**src/rtl/uart_rx_deframer.sv**
```systemverilog
// 8N1 UART receiver: synchronises rx, deframes LSB-first frames and hands each
// byte downstream over a valid/ready handshake with framing-error and overrun flags.
module uart_rx_deframer #(
    parameter int CLKS_PER_BIT = 16,
    parameter int DATA_BITS    = 8
) (
    input  logic                 clk,
    input  logic                 rst_n,
    input  logic                 ena,
    input  logic                 rx,
    output logic [DATA_BITS-1:0] data_out,
    output logic                 data_valid,
    input  logic                 data_ready,
    output logic                 frame_err,
    output logic                 overrun,
    output logic                 busy
);

    localparam int CW = $clog2(CLKS_PER_BIT);
    localparam int BW = (DATA_BITS > 1) ? $clog2(DATA_BITS) : 1;
    localparam logic [CW-1:0] HALF_LAST = CW'(CLKS_PER_BIT / 2 - 1);
    localparam logic [CW-1:0] FULL_LAST = CW'(CLKS_PER_BIT - 1);
    localparam logic [BW-1:0] LAST_BIT  = BW'(DATA_BITS - 1);

    typedef enum logic [2:0] {
        IDLE,
        START,
        DATA,
        STOP,
        WAIT_IDLE
    } state_t;

    state_t                state;
    logic                  rx_meta;
    logic                  rx_s;
    logic [CW-1:0]         sample_cnt;
    logic [BW-1:0]         bit_idx;
    logic [DATA_BITS-1:0]  shift_reg;

    // Two-flop synchroniser; preset to the idle-high line level so reset never looks like a start bit.
    always_ff @(posedge clk or negedge rst_n) begin
        if (!rst_n) begin
            rx_meta <= 1'b1;
            rx_s    <= 1'b1;
        end else begin
            // NOTE: non-blocking here so rx_s takes the old rx_meta, giving a true two-stage delay.
            rx_meta <= rx;
            rx_s    <= rx_meta;
        end
    end

    always_ff @(posedge clk or negedge rst_n) begin
        if (!rst_n) begin
            state      <= IDLE;
            sample_cnt <= '0;
            bit_idx    <= '0;
            // NOTE: the shift register is reset as well; it is small, and a defined value keeps data_out X-free.
            shift_reg  <= '0;
            data_out   <= '0;
            data_valid <= 1'b0;
            frame_err  <= 1'b0;
            overrun    <= 1'b0;
            busy       <= 1'b0;
        end else begin
            frame_err <= 1'b0;

            // Accepted transfer; a frame completing below in the same cycle overrides these.
            if (data_valid && data_ready) begin
                data_valid <= 1'b0;
                overrun    <= 1'b0;
            end

            if (!ena) begin
                state      <= IDLE;
                sample_cnt <= '0;
                bit_idx    <= '0;
                busy       <= 1'b0;
            end else begin
                case (state)
                    IDLE: begin
                        if (!rx_s) begin
                            state      <= START;
                            sample_cnt <= '0;
                            busy       <= 1'b1;
                        end
                    end

                    START: begin
                        if (sample_cnt == HALF_LAST) begin
                            sample_cnt <= '0;
                            if (!rx_s) begin
                                state   <= DATA;
                                bit_idx <= '0;
                            end else begin
                                state <= IDLE;
                                busy  <= 1'b0;
                            end
                        end else begin
                            sample_cnt <= sample_cnt + 1'b1;
                        end
                    end

                    DATA: begin
                        if (sample_cnt == FULL_LAST) begin
                            sample_cnt         <= '0;
                            shift_reg[bit_idx] <= rx_s;
                            if (bit_idx == LAST_BIT) begin
                                state <= STOP;
                            end else begin
                                bit_idx <= bit_idx + 1'b1;
                            end
                        end else begin
                            sample_cnt <= sample_cnt + 1'b1;
                        end
                    end

                    STOP: begin
                        if (sample_cnt == FULL_LAST) begin
                            sample_cnt <= '0;
                            bit_idx    <= '0;
                            if (rx_s) begin
                                state <= IDLE;
                                busy  <= 1'b0;
                                if (!data_valid || data_ready) begin
                                    data_out   <= shift_reg;
                                    data_valid <= 1'b1;
                                end else begin
                                    overrun <= 1'b1;
                                end
                            end else begin
                                frame_err <= 1'b1;
                                state     <= WAIT_IDLE;
                            end
                        end else begin
                            sample_cnt <= sample_cnt + 1'b1;
                        end
                    end

                    // A held-low line (break) must return high before a new start bit is accepted.
                    WAIT_IDLE: begin
                        if (rx_s) begin
                            state <= IDLE;
                            busy  <= 1'b0;
                        end
                    end

                    default: begin
                        state <= IDLE;
                        busy  <= 1'b0;
                    end
                endcase
            end
        end
    end

endmodule
```
**config.mk**
```make
export PLATFORM = sky130hd
export DESIGN_NAME = uart_rx_deframer
export DESIGN_NICKNAME = d
export VERILOG_FILES = /design/src/rtl/uart_rx_deframer.sv
export SDC_FILE = /design/constraint.sdc
export NUM_CORES = 1
export LEC_CHECK = 0
export CORE_MARGIN = 4
export CORE_UTILIZATION = 40
export CTS_CLUSTER_DIAMETER = 40
export DETAILED_ROUTE_END_ITERATION = 8
export GPL_ROUTABILITY_DRIVEN = 0
export HOLD_SLACK_MARGIN = 0.02
export MAX_ROUTING_LAYER = met4
export PLACE_DENSITY = 0.62
export SETUP_SLACK_MARGIN = 0.1
export SYNTH_ARGS = -nofsm -noshare
export SYNTH_HDL_FRONTEND = slang
export SYNTH_SLANG_ARGS = --single-unit
```
**constraint.sdc**
```tcl
create_clock -name clk -period 2.6 [get_ports clk]
set_input_delay 0.52 -clock clk [delete_from_list [all_inputs] [get_ports clk]]
set_output_delay 0.52 -clock clk [all_outputs]
set_load 0.005 [all_outputs]
```
# ---- Word-level counts from Yosys, hierarchy flattened
# Cells that the tools add are included.
dict set report classes {
  n_addsub 2
  order_cmp 2
  n_eq_ne 18
  muxes 47
  n_reduce_logical 12
}
# cell count
set ops {}
lappend ops {{two-way mux 3 bit} 14}
lappend ops {{inequality test 3 bit (second input constant)} 8}
lappend ops {{two-way mux 1 bit} 22}
lappend ops {{two-way mux 4 bit} 4}
lappend ops {{one-hot mux 3 bit (5 select lines)} 1}
lappend ops {{one-hot mux 4 bit (3 select lines)} 1}
lappend ops {{AND reduction 6 bit} 2}
lappend ops {{one-hot mux 3 bit (3 select lines)} 1}
lappend ops {{bitwise mux 8 bit} 1}
lappend ops {{equality test 3 x 2 -> 1 bit (second input constant)} 2}
lappend ops {{equality test 3 bit (second input constant)} 2}
lappend ops {{one-hot mux 1 bit (5 select lines)} 1}
lappend ops {{AND reduction 5 bit} 1}
lappend ops {{adder 4 x 1 -> 4 bit (second input constant)} 1}
lappend ops {{equality test 4 x 3 -> 1 bit (second input constant)} 1}
lappend ops {{equality test 4 bit (second input constant)} 1}
lappend ops {{< comparator 3 x 4 -> 1 bit (second input constant)} 1}
lappend ops {{inequality test 4 x 1 -> 1 bit (second input constant)} 1}
lappend ops {{inequality test 4 x 2 -> 1 bit (second input constant)} 1}
lappend ops {{AND reduction 4 bit} 1}
lappend ops {{adder 3 x 1 -> 3 bit (second input constant)} 1}
lappend ops {{demux 1 bit (select 3 bit)} 1}
lappend ops {{equality test 3 x 1 -> 1 bit (second input constant)} 1}
lappend ops {{greater-or-equal comparator 3 x 1 -> 1 bit (second input constant)} 1}
lappend ops {{9 further kinds} 10}
dict set report word_totals {
  reg_bits 32
  input_bits 5
  out_inout_bits 12
  elab_cells 92
}

# ---- Longest topological paths before layout
# Gate-level depths: netlist (run 1).
dict set report depth {
  word_depth 7
  depth_mapped 5
}

# ---- Worst setup path after synthesis (run 1)
# OpenSTA, ideal clock, no wires.
dict set report synth_timing {
  path_kind {reg-to-reg}
  startpoint {register state[2]}
  endpoint {register data_out[0]}
  setup_ps 125
  arrival_ps 1713
  required_time_ps 2475
  path_slack_ps 762
  path_stages_with_launch 6
  n_path_buf 1
  path_cell_list {dfrtp_1 buf_6 nand3b_4 or4_4 a21oi_4 mux2_2}
}
dict set report synth_between {
  elab_chain_len 2
}
# element line_no
set synth_rtl {}
lappend synth_rtl {{start, declared} 33} ;# state_t state;
lappend synth_rtl {{start signal, assigned} 54} ;# state <= IDLE;
lappend synth_rtl {{start signal, assigned} 74} ;# state <= IDLE;
lappend synth_rtl {{start signal, assigned} 82} ;# state <= START;
lappend synth_rtl {{equality test 3 x 2 -> 1 bit} 79} ;# case (state)
lappend synth_rtl {{AND reduction 5 bit (no source line)} --}
lappend synth_rtl {{end signal, assigned} 125} ;# data_out <= shift_reg;
lappend synth_rtl {{end, declared} 11} ;# output logic [DATA_BITS-1:0] data_out,
# No other way between the ends.
# A chain may end at the register's enable or synchronous reset.

# ---- Worst setup path after layout (run 1)
dict set report layout_timing {
  startpoint {input port ena}
  endpoint {register data_out[0]}
}
dict set report layout_between {
  elab_chain_len 1
}
# element line_no
set layout_rtl {}
lappend layout_rtl {{start, declared} 9} ;# input logic ena,
lappend layout_rtl {{AND reduction 5 bit (no source line)} --}
# No other way between the ends.

==> results of run 1 <==
## through the flow
step	util, %	power, mW	cells
after detailed placement	46.9	0.571	190
after floorplan	-	0.542	130
after global routing	49.4	1.01	198
final	49.4	0.961	198
after global placement	46.9	0.570	190
after CTS	49.4	0.975	198
## cells by family (layout without fill, tap and decap cells)
logic type	after synthesis	in the layout	synth area share (%)
xor gates and xnor gates	1	1	0.579
adders and majority gates	3	3	2.48
AOI/OAI and AO/OA	24	24	12.4
buffers and inverters	15	35	4.63
muxes	17	17	12.5
DFF	32	32	53.1
and+or+nand+nor	38	38	14.3
## metal layers
| metal | vias to the layer above | GRT usage, % | routed length, microns |
|---|---|---|---|
| li1 | 504 | - | - |
| met1 | 512 | 16.9 | 1360 |
| met2 | 28 | 18.4 | 1310 |
| met3 | 6 | 5.80 | 169 |
| met4 | 0 | 6.72 | 60 |
| met5 | - | - | 0 |
## power breakdown
group	switching [mW]	internal [mW]	leakage [nW]
clock	0.184	0.215	0.0445
combinational	0.0275	0.0207	0.334
sequential	0.00854	0.505	0.437
## worst max-delay path, stage by stage
cell	delay, ns
clkdlybuf4s50_1	0.54
nand3b_4	0.11
or4_4	0.53
a21oi_4	0.30
mux2_2	0.38
## synthesized netlist by cell type, types with 2 or more instances
library cell  count
dfrtp_1          30
mux2_2           15
nor2_1           12
inv_1             7
nand2_1           7
nand3_1           5
a21oi_1           4
a2bb2oi_1         3
a32o_1            3
buf_2             3
ha_1              3
nor3b_1           3
o21ai_0           3
o22ai_1           3
clkbuf_2          2
dfstp_2           2
mux2i_1           2
nand3b_1          2
o31ai_1           2
or4_4             2
## final timing paths
kind	startpoint	endpoint	slack, ns	depth (start not counted)
setup reg to reg	rx_s	data_out[0]	0.43	4
min in group asynchronous	rst_n	data_out[6]	0.63	2
hold reg to reg	rx_meta	rx_s	0.36	0
max in group asynchronous	rst_n	rx_s	1.65	2
hold / removal	rx_meta	rx_s	0.36	0
setup / recovery	ena	data_out[0]	0.40	5
## layout make-up
type | instances | area (sq um)
Tap cell | 48 | 60.1
Fill cell | 331 | 1850
Clock inverter | 1 | 7.51
Sequential cell | 32 | 803
Inverter | 8 | 30.0
Clock buffer | 7 | 86.3
Multi-Input combinational cell | 83 | 639
Timing Repair Buffer | 19 | 183
==> flow_metrics.tcl, run 1 <==
set metrics [dict create \
    setup_viol 0 \
    wl_per_cell_microns 14.6 \
    num_rows 22 \
    cts-resized-gates 0 \
    final_cell_mix "30 x dfrtp_1, 16 x clkdlybuf4s50_1, 15 x mux2_2, 12 x nor2_1" \
    htreeDepth 2 \
    crit_type "input pin to register" \
    io_pins 17 \
    rsz0062_at_grt "false" \
    synthTopCellsByArea "dfrtp_1 50%, mux2_2 11%, dfstp_2 3.5%" \
    final_common_cell "dfrtp_1" \
    vias_per_cell 5.30 \
    cts_root_buf "clkbuf_8" \
    syn_area_sq_um 1510 \
    syn_area_per_cell_sq_um 11.6 \
    hold_violations 0 \
    cts_tree "yes" \
    synthToLayoutAreaGrowth_pct 19.6 \
    cts.reportedPaths.clkPinSlew_ns 0.07 \
    final_area_sq_um 1810 \
    power_leakage_nw 0.815 \
    required_ns 2.77 \
    holdWs_ns 0.356 \
    hpwl_mm 1.98 \
    yosysTopAreaCell "dfrtp_1" \
    grt_pass1_wl_mm 4.92 \
    antenna_found_initial 0 \
    grt_pass1_vias 1002 \
    ys_warn_count 0 \
    setup.worst_path.end_class "register" \
    syn_inst 130 \
    placed_area_sq_um 1720 \
    clock_latency_ns 0.29 \
    drt-pass1-iter-count 4 \
    start_kind "input pin" \
    routed_wl_mm 2.89 \
    synth.distinct_cells 37 \
    max-slew-margin-rel_pct 65.3 \
    grt_usage_pct 13.5 \
    fin_nets 157 \
    cp_max_fo 8 \
    async_flop_share_pct 100 \
    grt_max_degree 33 \
    syn-num-nets 138 \
    drtIter0Drc 63 \
    maxSlewViolCount 0 \
    timing.fmax_mhz 455 \
    peakVddDrop_uv 318 \
    synth_edf_count 0 \
    core-area_sq_um 3660 \
    cts_buffer_depth 2 \
    start_util_pct 41.3 \
    synth_seq_area_share_pct 53.1 \
    dieArea_sq_um 4830 \
    synthFlopType "dfrtp_1" \
    yosysTopAreaCellShare_pct 49.6 \
    setup_slack_ns 0.402 \
    detailedPlace.worstSlack_ns 0.0950 \
    arrival_ns 2.37 \
    vias 1050 \
    cts_hold_buf 0 \
    worst_pin_slew_ns 0.514 \
    cap_violations 0 \
    hold_class "register to register" \
    setup_tns_ns 0 \
    cts_buffers 5 \
    ys_seq_elements 32 \
    clock_skew_ns 0.00357 \
    die_y_microns 69.5 \
    die_x_microns 69.5 \
    drc 0 \
    status "complete, no violations" \
    p_per_area_nw_per_um2 531 \
    cts.sinks 32 \
    io_buffers 16 \
    post-route-period-util_pct 84.5 \
    fin_crit_ns 2.20 \
    cts_setup_buffers 0 \
    drive_gt1_share_pct 23.3 \
    drtAntennaViolNets 0 \
    overflow 0 \
    diodes 0 \
]
No activity file was read; power rests on OpenSTA's default activity.
==> inputs of run 2 (changes only) <==
Settings changed: PLACE_DENSITY 0.62 to 0.64.
Clock period 2.6 ns to 1.8 ns, I/O delays scaled along.
==> run 2 against run 1 <==
Against the previous run:
- the flow now finishes with violations (negative setup slack)
- core utilization rose by 8.2 points
- sequential power grew 43%
- via count rose by 12%
- critical path depth is 1 higher
- critical endpoint is now data_out[4]
==> flow_metrics.tcl, run 2 (same netlist as run 1, synthesis figures left out) <==
set metrics [dict create \
    io_pins 17 \
    fin_nets 178 \
    arrival_ns 2.01 \
    start_kind "register" \
    hpwl_mm 2.09 \
    hold_violations 0 \
    grt_usage_pct 14.6 \
    routed_wl_mm 3.31 \
    cts_buffer_depth 2 \
    cap_violations 0 \
    cts_tree "yes" \
    dieArea_sq_um 4830 \
    num_rows 22 \
    cts_root_buf "clkbuf_8" \
    io_buffers 16 \
    drc 0 \
    setup_slack_ns -0.0471 \
    drive_gt1_share_pct 40.0 \
    status "finished, violations left" \
    die_x_microns 69.5 \
    drtIter0Drc 59 \
    wl_per_cell_microns 15.2 \
    ff_latch_area_sq_um 803 \
    final_cell_mix "30 x dfrtp_1, 23 x buf_4, 15 x clkdlybuf4s50_1, 12 x nor2_1, 11 x mux2_4" \
    cts.sinks 32 \
    core-area_sq_um 3660 \
    power_leakage_nw 0.959 \
    start_util_pct 41.3 \
    synthToLayoutAreaGrowth_pct 39.4 \
    multi_input_area_sq_um 767 \
    diodes 0 \
    failed_checks "negative setup slack" \
    timing.fmax_mhz 541 \
    cts_hold_buf 0 \
    final_area_sq_um 2110 \
    cp_max_fo 8 \
    n_fill_cell 302 \
    post-route-period-util_pct 103 \
    grt_pass1_vias 1133 \
    hold_class "register to register" \
    vias_per_cell 5.39 \
    overflow 0 \
    final_common_cell "dfrtp_1" \
    clock_skew_ns 0.00424 \
    cts_buffers 5 \
    clock_latency_ns 0.28 \
    worst_pin_slew_ns 0.458 \
    die_y_microns 69.5 \
    drt-pass1-iter-count 4 \
    setup_viol 10 \
    antenna_found_initial 0 \
    required_ns 1.97 \
    rsz0062_at_grt "true" \
    htreeDepth 2 \
    fin_crit_ns 1.85 \
    maxSlewViolCount 0 \
    p_per_area_nw_per_um2 679 \
    setup.worst_path.end_class "register" \
    placed_area_sq_um 1840 \
    p_total_mw 1.43 \
    grt_max_degree 33 \
    cts.reportedPaths.clkPinSlew_ns 0.06 \
    grt_pass1_wl_mm 5.44 \
    drtAntennaViolNets 0 \
    vias 1174 \
    crit_type "register to register" \
    peakVddDrop_uv 413 \
    max-slew-margin-rel_pct 69.1 \
]
## run 2: cell types whose count changed in the layout (fill, tap and decap cells not counted), sizes merged
| cell | delta |
|---|---|
| buf | +21 |
| clkdlybuf4s50 | -1 |
| clkinvlp | -1 |
| dlygate4sd2 | +1 |
## run 2: final cells by class
| type | instances | area share [%] |
|---|---|---|
| Clock buffer | 7 | 4.57 |
| Inverter | 8 | 1.42 |
| Multi-Input combinational cell | 83 | 36.4 |
| Sequential cell | 32 | 38.1 |
| Tap cell | 48 | 2.85 |
| Timing Repair Buffer | 40 | 16.7 |
## run 2: worst paths after layout
| kind | start | endpoint | slack [ns] | cells after the start |
|---|---|---|---|---|
| worst max-delay path | sample_cnt[1] | data_out[4] | -0.05 | 6 |
| worst min-delay path | rx_meta | rx_s | 0.36 | 0 |
| worst max register to register | sample_cnt[1] | data_out[4] | -0.05 | 6 |
| worst min register to register | rx_meta | rx_s | 0.36 | 0 |
| max in group asynchronous | rst_n | rx_s | 0.99 | 2 |
| min in group asynchronous | rst_n | data_out[3] | 0.48 | 2 |
## run 2: where the power goes
group / switching, mW / internal [mW] / total (mW)
Sequential: 0.00679 / 0.729 / 0.736
Clock: 0.257 / 0.340 / 0.597
Combinational: 0.0537 / 0.0457 / 0.0993
Total: 0.317 / 1.12 / 1.43
## run 2: metrics by stage
step / instances / setup TNS, ns / worst slack [ns] / utilization [%] / hold WS (ns)
2_1_floorplan: 130 / -0.303 / -0.0379 / - / 0.0644
3_3_place_gp: 205 / -5.55 / -0.472 / 50.3 / 0.347
3_5_place_dp: 205 / -5.87 / -0.499 / 50.3 / 0.349
4_1_cts: 214 / -0.264 / -0.0382 / 55.7 / 0.358
5_1_grt: 218 / -0.881 / -0.0979 / 57.6 / 0.363
6_report: 218 / -0.375 / -0.0471 / 57.6 / 0.357
## run 2: worst max-delay path: stages (launching register included)
cell	delay [ns]
dfrtp_1	0.37
ha_2	0.21
nand3_2	0.09
or4_4	0.45
a21oi_4	0.16
buf_12	0.15
mux2_4	0.30
## run 2: layer usage
layer	vias to the layer above	global-route usage (%)	share of wire [%]
met4	0	6.29	1.7
met3	6	4.20	4.1
met5	-	-	0
met1	589	17.6	44
li1	552	-	-
met2	27	23.0	50
## run 2: timing repair
item                       in CTS  in global routing
setup buffers                   2                  4
gates cloned                    0                  0
resized for setup              19                  7
setup endpoints to repair      16                 17
pin swaps                       1                  4
